==> config.mk <==
export PLATFORM = sky130hd
export DESIGN_NAME = mem_arbiter_flat
export DESIGN_NICKNAME = d
export VERILOG_FILES = /design/src/rtl/mem_arbiter_if.sv /design/src/rtl/mem_arbiter.sv /design/src/flat_wrapper.sv
export SDC_FILE = /design/constraint.sdc
export NUM_CORES = 1
export LEC_CHECK = 0
export CORE_MARGIN = 4
export CORE_UTILIZATION = 46
export DETAILED_ROUTE_END_ITERATION = 7
export HOLD_SLACK_MARGIN = 0.1
export PLACE_DENSITY = 0.91
export SLEW_MARGIN = 20
export SYNTH_ARGS = -nofsm -noshare
export SYNTH_HDL_FRONTEND = slang
export SYNTH_SLANG_ARGS = --single-unit
==> constraint.sdc <==
create_clock -name clk -period 3.9 [get_ports clk]
set_input_delay 0.585 -clock clk [delete_from_list [all_inputs] [get_ports clk]]
set_output_delay 0.585 -clock clk [all_outputs]
set_load 0.02 [all_outputs]
==> src/rtl/mem_arbiter_if.sv <==
// Bundle of the CPU, DMA and Memory_Unit signals around the memory arbiter.
// The slave modport is the arbiter's view; master is the requester/memory side.
interface mem_arbiter_if #(
   parameter int ADDR_W = 8,
   parameter int DATA_W = 8
);
   // CPU MEM-stage port
   logic              cpu_req;
   logic              cpu_we;
   logic [ADDR_W-1:0] cpu_addr;
   logic [DATA_W-1:0] cpu_wdata;
   logic [DATA_W-1:0] cpu_rdata;
   logic              cpu_ack;
   logic              cpu_stall;

   // Boot/DMA loader port
   logic              dma_req;
   logic              dma_we;
   logic              dma_lock;
   logic [ADDR_W-1:0] dma_addr;
   logic [DATA_W-1:0] dma_wdata;
   logic [DATA_W-1:0] dma_rdata;
   logic              dma_ack;

   // Memory_Unit pins
   logic [ADDR_W-1:0] mem_addr;
   logic [DATA_W-1:0] mem_din;
   logic [DATA_W-1:0] mem_dout;
   logic              mem_re;
   logic              mem_wr;

   // Owner of the current or most recent access (0=CPU, 1=DMA)
   logic              owner;

   modport slave (
      input  cpu_req, cpu_we, cpu_addr, cpu_wdata,
      output cpu_rdata, cpu_ack, cpu_stall,
      input  dma_req, dma_we, dma_lock, dma_addr, dma_wdata,
      output dma_rdata, dma_ack,
      output mem_addr, mem_din, mem_re, mem_wr,
      input  mem_dout,
      output owner
   );

   modport master (
      output cpu_req, cpu_we, cpu_addr, cpu_wdata,
      input  cpu_rdata, cpu_ack, cpu_stall,
      output dma_req, dma_we, dma_lock, dma_addr, dma_wdata,
      input  dma_rdata, dma_ack,
      input  mem_addr, mem_din, mem_re, mem_wr,
      output mem_dout,
      input  owner
   );
endinterface

==> src/rtl/mem_arbiter.sv <==
// Two-requester (CPU / DMA) arbiter and access sequencer for the single-port
// data memory. Round-robin between simultaneous requests, with a DMA lock that
// lets the boot loader keep the memory across consecutive accesses.
module mem_arbiter #(
   parameter int ADDR_W = 8,
   parameter int DATA_W = 8,
   parameter int RD_LAT = 1
) (
   input logic          clk,
   input logic          rst_n,
   mem_arbiter_if.slave bus
);

   typedef enum logic [1:0] {
      IDLE   = 2'd0,
      ACCESS = 2'd1,
      RESP   = 2'd2
   } state_t;

   // Last read-hold cycle index; rd_cnt runs 0..RD_LAST while re is high.
   localparam logic [2:0] RD_LAST = 3'(RD_LAT - 1);

   state_t            state;
   state_t            state_nxt;
   logic [2:0]        rd_cnt;
   logic              last;
   logic              lock_q;
   logic              we_q;
   logic              owner_q;
   logic [ADDR_W-1:0] addr_q;
   logic [DATA_W-1:0] din_q;
   logic [DATA_W-1:0] cpu_rdata_q;
   logic [DATA_W-1:0] dma_rdata_q;
   logic              grant_any;
   logic              grant_dma;
   logic              cpu_ack;
   logic              dma_ack;
   logic              mem_re;
   logic              mem_wr;

   // Arbitration: a held DMA lock wins outright, otherwise round-robin on last.
   always_comb begin
      grant_any = bus.cpu_req | bus.dma_req;
      if (lock_q && bus.dma_req)
         grant_dma = 1'b1;
      else if (bus.cpu_req && bus.dma_req)
         grant_dma = ~last;
      else
         grant_dma = bus.dma_req;
   end

   // State register.
   always_ff @(posedge clk or negedge rst_n) begin
      if (!rst_n)
         state <= IDLE;
      else
         state <= state_nxt;
   end

   // Next-state logic: writes take one ACCESS cycle, reads take RD_LAT.
   always_comb begin
      state_nxt = state;
      case (state)
         IDLE:    if (grant_any) state_nxt = ACCESS;
         ACCESS:  if (we_q || rd_cnt == RD_LAST) state_nxt = RESP;
         RESP:    state_nxt = IDLE;
         default: state_nxt = IDLE;
      endcase
   end

   // Output decode from the state register, so reset drops re/wr/ack at once.
   always_comb begin
      mem_re  = (state == ACCESS) && !we_q;
      mem_wr  = (state == ACCESS) &&  we_q;
      cpu_ack = (state == RESP)   && !owner_q;
      dma_ack = (state == RESP)   &&  owner_q;
   end

   // Access registers: latch the winner in IDLE, count/capture reads in
   // ACCESS, and remember whether the finishing DMA access asked for a lock.
   always_ff @(posedge clk or negedge rst_n) begin
      if (!rst_n) begin
         addr_q      <= '0;
         din_q       <= '0;
         we_q        <= 1'b0;
         owner_q     <= 1'b1;
         last        <= 1'b1;
         lock_q      <= 1'b0;
         rd_cnt      <= '0;
         cpu_rdata_q <= '0;
         dma_rdata_q <= '0;
      end else begin
         case (state)
            IDLE: begin
               rd_cnt <= '0;
               if (grant_any) begin
                  owner_q <= grant_dma;
                  last    <= grant_dma;
                  if (grant_dma) begin
                     addr_q <= bus.dma_addr;
                     din_q  <= bus.dma_wdata;
                     we_q   <= bus.dma_we;
                  end else begin
                     addr_q <= bus.cpu_addr;
                     din_q  <= bus.cpu_wdata;
                     we_q   <= bus.cpu_we;
                  end
               end
            end
            ACCESS: begin
               if (!we_q) begin
                  if (rd_cnt == RD_LAST) begin
                     rd_cnt <= '0;
                     if (owner_q)
                        dma_rdata_q <= bus.mem_dout;
                     else
                        cpu_rdata_q <= bus.mem_dout;
                  end else begin
                     rd_cnt <= rd_cnt + 3'd1;
                  end
               end
            end
            RESP: begin
               lock_q <= owner_q & bus.dma_lock;
            end
            default: ;
         endcase
      end
   end

   assign bus.mem_addr  = addr_q;
   assign bus.mem_din   = din_q;
   assign bus.mem_re    = mem_re;
   assign bus.mem_wr    = mem_wr;
   assign bus.cpu_ack   = cpu_ack;
   assign bus.dma_ack   = dma_ack;
   assign bus.cpu_rdata = cpu_rdata_q;
   assign bus.dma_rdata = dma_rdata_q;
   assign bus.owner     = owner_q;
   assign bus.cpu_stall = bus.cpu_req & ~cpu_ack;

endmodule

==> src/flat_wrapper.sv <==
// flat-port wrapper written by rule: the top's interface ports become plain ports
module mem_arbiter_flat 
#(
   parameter int ADDR_W = 8,
   parameter int DATA_W = 8,
   parameter int RD_LAT = 1
)
  (clk, rst_n, bus_cpu_req, bus_cpu_we, bus_cpu_addr, bus_cpu_wdata, bus_cpu_rdata, bus_cpu_ack, bus_cpu_stall, bus_dma_req, bus_dma_we, bus_dma_lock, bus_dma_addr, bus_dma_wdata, bus_dma_rdata, bus_dma_ack, bus_mem_addr, bus_mem_din, bus_mem_re, bus_mem_wr, bus_mem_dout, bus_owner);
  mem_arbiter_if #(.ADDR_W(ADDR_W), .DATA_W(DATA_W)) bus_i ();
  input logic clk;
  input logic rst_n;
  input wire logic [$bits(bus_i.cpu_req)-1:0] bus_cpu_req;
  input wire logic [$bits(bus_i.cpu_we)-1:0] bus_cpu_we;
  input wire logic [$bits(bus_i.cpu_addr)-1:0] bus_cpu_addr;
  input wire logic [$bits(bus_i.cpu_wdata)-1:0] bus_cpu_wdata;
  output wire logic [$bits(bus_i.cpu_rdata)-1:0] bus_cpu_rdata;
  output wire logic [$bits(bus_i.cpu_ack)-1:0] bus_cpu_ack;
  output wire logic [$bits(bus_i.cpu_stall)-1:0] bus_cpu_stall;
  input wire logic [$bits(bus_i.dma_req)-1:0] bus_dma_req;
  input wire logic [$bits(bus_i.dma_we)-1:0] bus_dma_we;
  input wire logic [$bits(bus_i.dma_lock)-1:0] bus_dma_lock;
  input wire logic [$bits(bus_i.dma_addr)-1:0] bus_dma_addr;
  input wire logic [$bits(bus_i.dma_wdata)-1:0] bus_dma_wdata;
  output wire logic [$bits(bus_i.dma_rdata)-1:0] bus_dma_rdata;
  output wire logic [$bits(bus_i.dma_ack)-1:0] bus_dma_ack;
  output wire logic [$bits(bus_i.mem_addr)-1:0] bus_mem_addr;
  output wire logic [$bits(bus_i.mem_din)-1:0] bus_mem_din;
  output wire logic [$bits(bus_i.mem_re)-1:0] bus_mem_re;
  output wire logic [$bits(bus_i.mem_wr)-1:0] bus_mem_wr;
  input wire logic [$bits(bus_i.mem_dout)-1:0] bus_mem_dout;
  output wire logic [$bits(bus_i.owner)-1:0] bus_owner;
  assign bus_i.cpu_req = bus_cpu_req;
  assign bus_i.cpu_we = bus_cpu_we;
  assign bus_i.cpu_addr = bus_cpu_addr;
  assign bus_i.cpu_wdata = bus_cpu_wdata;
  assign bus_cpu_rdata = bus_i.cpu_rdata;
  assign bus_cpu_ack = bus_i.cpu_ack;
  assign bus_cpu_stall = bus_i.cpu_stall;
  assign bus_i.dma_req = bus_dma_req;
  assign bus_i.dma_we = bus_dma_we;
  assign bus_i.dma_lock = bus_dma_lock;
  assign bus_i.dma_addr = bus_dma_addr;
  assign bus_i.dma_wdata = bus_dma_wdata;
  assign bus_dma_rdata = bus_i.dma_rdata;
  assign bus_dma_ack = bus_i.dma_ack;
  assign bus_mem_addr = bus_i.mem_addr;
  assign bus_mem_din = bus_i.mem_din;
  assign bus_mem_re = bus_i.mem_re;
  assign bus_mem_wr = bus_i.mem_wr;
  assign bus_i.mem_dout = bus_mem_dout;
  assign bus_owner = bus_i.owner;
  mem_arbiter #(.ADDR_W(ADDR_W), .DATA_W(DATA_W), .RD_LAT(RD_LAT)) u_core (.clk(clk), .rst_n(rst_n), .bus(bus_i));
endmodule
Word-level counts from Yosys, hierarchy flattened
Cells that the tools add are included.
{"block": "word_totals", "ff_bits": 40, "inputBits": 47, "output_inout_bits": 38, "elab_cells": 49}
{"block": "op_classes", "n_addsub": 1, "eq_ne": 5, "mux": 11, "n_bitwise": 6, "n_reduce_logical": 17}
{"op": "2-to-1 mux 8 bit", "count": 2}
{"op": "AND reduction 4 bit", "count": 2}
{"op": "logical AND 1 bit", "count": 6}
{"op": "2-to-1 mux 3 bit", "count": 2}
{"op": "case mux 3 bit (2 select lines)", "count": 1}
{"op": "AND reduction 2 bit", "count": 3}
{"op": "2-to-1 mux 2 bit", "count": 2}
{"op": "inequality test 2 x 1 -> 1 bit, second input constant", "count": 2}
{"op": "case mux 2 bit (2 select lines)", "count": 1}
{"op": "adder 3 x 1 -> 3 bit, second input constant", "count": 1}
{"op": "zero test 3 bit", "count": 1}
{"op": "2-to-1 mux 1 bit", "count": 3}
{"op": "inverter 1 bit", "count": 3}
{"op": "bitwise AND 1 bit", "count": 2}
{"op": "== test 2 x 1 -> 1 bit, second input constant", "count": 1}
{"op": "== test 2 bit, second input constant", "count": 1}
{"op": "zero test 1 bit", "count": 2}
{"op": "zero test 2 bit", "count": 1}
{"op": "inequality test 2 bit, second input constant", "count": 1}
{"op": "nonzero test 2 bit", "count": 1}
{"op": "logical OR 1 bit", "count": 1}
{"op": "bitwise OR 1 bit", "count": 1}

Longest topological paths before layout
{"block": "logic_depth", "depth_word": 4, "mapped_depth": 7, "depth_no_buf": 5}

Worst setup path before layout
Ideal clock, no wire load.
{"block": "synth_path", "path_kind": "register to output", "startpoint": "reg u_core.last (netlist name)", "endpoint": "out bus_cpu_stall", "arrival_time_ns": 1.218, "t_required_ns": 3.315, "path_slack_ns": 2.097, "stages_incl_launch_ff": 4, "cell_sequence": "dfstp_2 > clkbuf_2 > nor2_1 > nor2b_1"}
{"item": "to (decl)", "line": "flat_wrapper.sv:18", "text": "output wire logic [$bits(bus_i.cpu_stall)-1:0] bus_cpu_stall;"}

Worst setup path in the final report
{"block": "layout_path", "startpoint": "in bus_dma_req", "endpoint": "reg u_core.addr_q[0], in the netlist u_core.bus.mem_addr[0]"}
{"block": "layout_between", "elab_chain_len": 4, "word_cells_on_any_way": 7, "classes_between": "mux (3); bitwise (1); reduce/logical (3)"}
{"item": "from (decl)", "line": "flat_wrapper.sv:19", "text": "input wire logic [$bits(bus_i.dma_req)-1:0] bus_dma_req;"}
{"item": "logical AND 1 bit", "line": "mem_arbiter.sv:46", "text": "else if (bus.cpu_req && bus.dma_req)"}
{"item": "2-to-1 mux 1 bit", "line": "mem_arbiter.sv:46"}
{"item": "2-to-1 mux 1 bit", "line": "mem_arbiter.sv:44", "text": "if (lock_q && bus.dma_req)"}
{"item": "2-to-1 mux 8 bit", "line": "mem_arbiter.sv:99", "text": "if (grant_dma) begin"}
{"item": "to (signal assigned)", "line": "mem_arbiter.sv:100", "text": "addr_q <= bus.dma_addr;"}
{"item": "to (signal assigned)", "line": "mem_arbiter.sv:104", "text": "addr_q <= bus.cpu_addr;"}
{"item": "to (decl)", "line": "mem_arbiter.sv:30", "text": "logic [ADDR_W-1:0] addr_q;"}
Parallel ways exist; a longest one is shown, timed or not.
A chain may end at the register's enable or synchronous reset.

==> flow_summary.yaml <==
clock_tree:
  cts.path.max_buffers: 2
  cts_tree: "done"
  cts_hold_buffers: 0
  clk_latency_ps: 290
  cts.clk_slew.worst_paths_ps: 80
  cts.sinks: 40
  cts_buffers: 5
  cts_resized: 0
  post-cts-setup-buffer-count: 0
  clock-root-buffer: "clkbuf_8"
  h-tree-depth: 2
sta:
  period_share_pct: 67.3
  slew_headroom_pct: 39.7
  setup_ws_ps: 1280
  tns_ps: 0
  drv_slew: 0
  fmax_mhz: 381
  hold_viol: 0
  rsz0062_at_grt: "no"
  setup_viol: 0
  max_slew.worst_pin.slew_ps: 905
  finClkSkew_ps: 4.09
  min_period_ps: 2620
final_layout:
  multi_input_area_um2: 816
  synthToLayoutAreaGrowth_pct: 46.2
  drive_gt1_share_pct: 16.5
  diodes: 0
  final_cells: 304
  seqCellArea_um2: 1000
  layout.nets: 302
  num-fill-cells: 300
die:
  die_area_um2: 5450
  core_um2: 4090
  dieWidth_um: 73.8
  die_h_um: 73.8
  ios: 85
  row_count: 23
  start_util_pct: 48.8
synthesis:
  synth_area_um2: 1990
  syn_nets: 224
  synth-warning-count: 0
  yosys.cell_types.count: 31
  synthCells: 175
  ys_ff_latch: 40
  synth_area_per_cell_um2: 11.4
  synthFlopType: "dfrtp_1"
  synth_top_cell_area_share_pct: 49.0
  synth_edf_count: 0
  synth_top_area_cell: "dfrtp_1"
  synth_top_cells_by_count: "39 x dfrtp_1, 20 x inv_1, 17 x mux2_2, 17 x nand3_1, 17 x nand4_1"
  synth_area_leaders: "dfrtp_1 49%, mux2_2 9.6%, o221ai_2 7.5%, nand4_1 5.3%, nand3_1 4.3%"
  async_flop_share_pct: 100
  yosysSeqAreaShare_pct: 50.3
  yosysMostFrequentCell: "dfrtp_1"
critical_path:
  crit_fanout: 19
  critPathLaunch: "bus_dma_req"
  crit_arrival_ps: 2750
  startpoint_type: "input pin"
  reg2reg_from: "u_core.state[1]"
  reg2reg_depth: 4
  timing.rr.end: "u_core.bus.mem_addr[0]"
  end_kind: "flop"
  r2r_slack_ps: 1850
  worstPathRequired_ps: 4030
  critPathKind: "input pin to flop"
global_routing:
  antenna_found_initial: 0
  grt_use_total_pct: 19.7
  first_global_vias: 1628
  grt_max_degree: 41
  gr-total-overflow: 0
  grt_pass1_wl_um: 8040
placed_design:
  place_congestion: 0.775
  portBuffers: 84
  pre_cts_ws_ps: 976
  dp_cells: 296
  hpwlAfterDp_um: 3730
route:
  ant_nets: 0
  first_iter_violations: 72
  vias_per_cell: 5.44
  wl_per_cell_um: 16.6
  wl_um: 5060
  remaining_drc_errors: 0
  first_pass_iters: 4
  via_count: 1655
outcome:
  outcome: "finished clean"
power_and_ir_drop:
  p_leak_nw: 1.21
  ir_worst_vdd_mv: 0.421
  p_per_area_nw_per_um2: 807
min_path:
  hold_path.class: "input pin to async pin"
flow_run:
  cap_violations: 0
[cell type report]
| class | instances | area share [%] |
|---|---|---|
| sequential | 40 | 34.4 |
| tap | 50 | 2.15 |
| clock inverter | 2 | 1.20 |
| multi-input combinational | 100 | 28.0 |
| inverter | 20 | 2.58 |
| clock buffer | 6 | 2.49 |
| timing repair buffer | 86 | 29.2 |
[metal layers]
layer / global-route usage [%] / part of all wire (%) / vias to the layer above
met1: 24.1 / 40 / 800
met2: 33.5 / 52 / 60
met5: 0 / 0 / -
met3: 4.51 / 7.2 / 5
met4: 7.85 / 1.5 / 0
li1: - / - / 790
[placed cells by master, fill, tap and decap left out, types with 3 or more instances in the layout]
master	count
clkdlybuf4s50_1	83
dfrtp_1	39
inv_1	20
nand3_1	17
nand4_1	17
mux2_2	17
o221ai_2	10
o221ai_1	7
nand2_1	5
clkbuf_8	5
nor2_1	3
nor2b_1	3
a22o_1	3
[how the worst max path moves through the flow]
stage	end	slack [ps]	cells past startpoint
finish	u_core.bus.mem_addr[0]	1280	5
global route	u_core.bus.mem_addr[0]	1140	5
CTS	u_core.bus.mem_addr[0]	1300	5
detailed placement	u_core.bus.mem_addr[0]	980	5
global placement	u_core.bus.mem_addr[7]	1020	5
floorplan	bus_cpu_stall	2100	3
[state kept, by name, summed over array words and instances (netlist names)]
| signal | cells |
|---|---|
| u_core.we_q | 1 |
| u_core.state | 2 |
| u_core.last | 1 |
| u_core.lock_q | 1 |
| u_core.bus.mem_addr | 8 |
| u_core.rd_cnt | 3 |
| u_core.bus.mem_din | 8 |
| u_core.bus.cpu_rdata | 8 |
| u_core.bus.dma_rdata | 8 |
[critical path, stage by stage]
cell	delay, ps
clkdlybuf4s50_1	450
buf_4	210
or2_1	540
and2_1	750
o221ai_1	200
[through the flow]
step / instance area [um2] / util [%] / hold slack [ps] / power (mW)
2_1_floorplan: 1990 / - / 289 / 1.53
3_3_place_gp: 2810 / 68.7 / 477 / 2.00
3_5_place_dp: 2810 / 68.7 / 479 / 2.04
4_1_cts: 2910 / 71.3 / 424 / 2.37
5_1_grt: 2910 / 71.3 / 485 / 2.50
6_report: 2910 / 71.3 / 417 / 2.35
[power breakdown]
group	internal [mW]	switching (mW)
logic	0.625	0.642
clock network	0.190	0.142
registers	0.616	0.136
total	1.43	0.920
[cells by family (layout without fill, tap and decap cells)]
kind of cell | after synthesis | in the layout | share of synthesized area, %
DFF | 40 | 40 | 50.3
muxes | 17 | 17 | 9.60
and+or+nand+nor | 58 | 58 | 17.3
AOI/OAI and AO/OA | 23 | 23 | 12.8
adders and majority gates | 2 | 2 | 1.26
buffers and inverters | 35 | 114 | 8.79
Note: power is estimated with default switching activity, not from simulation.
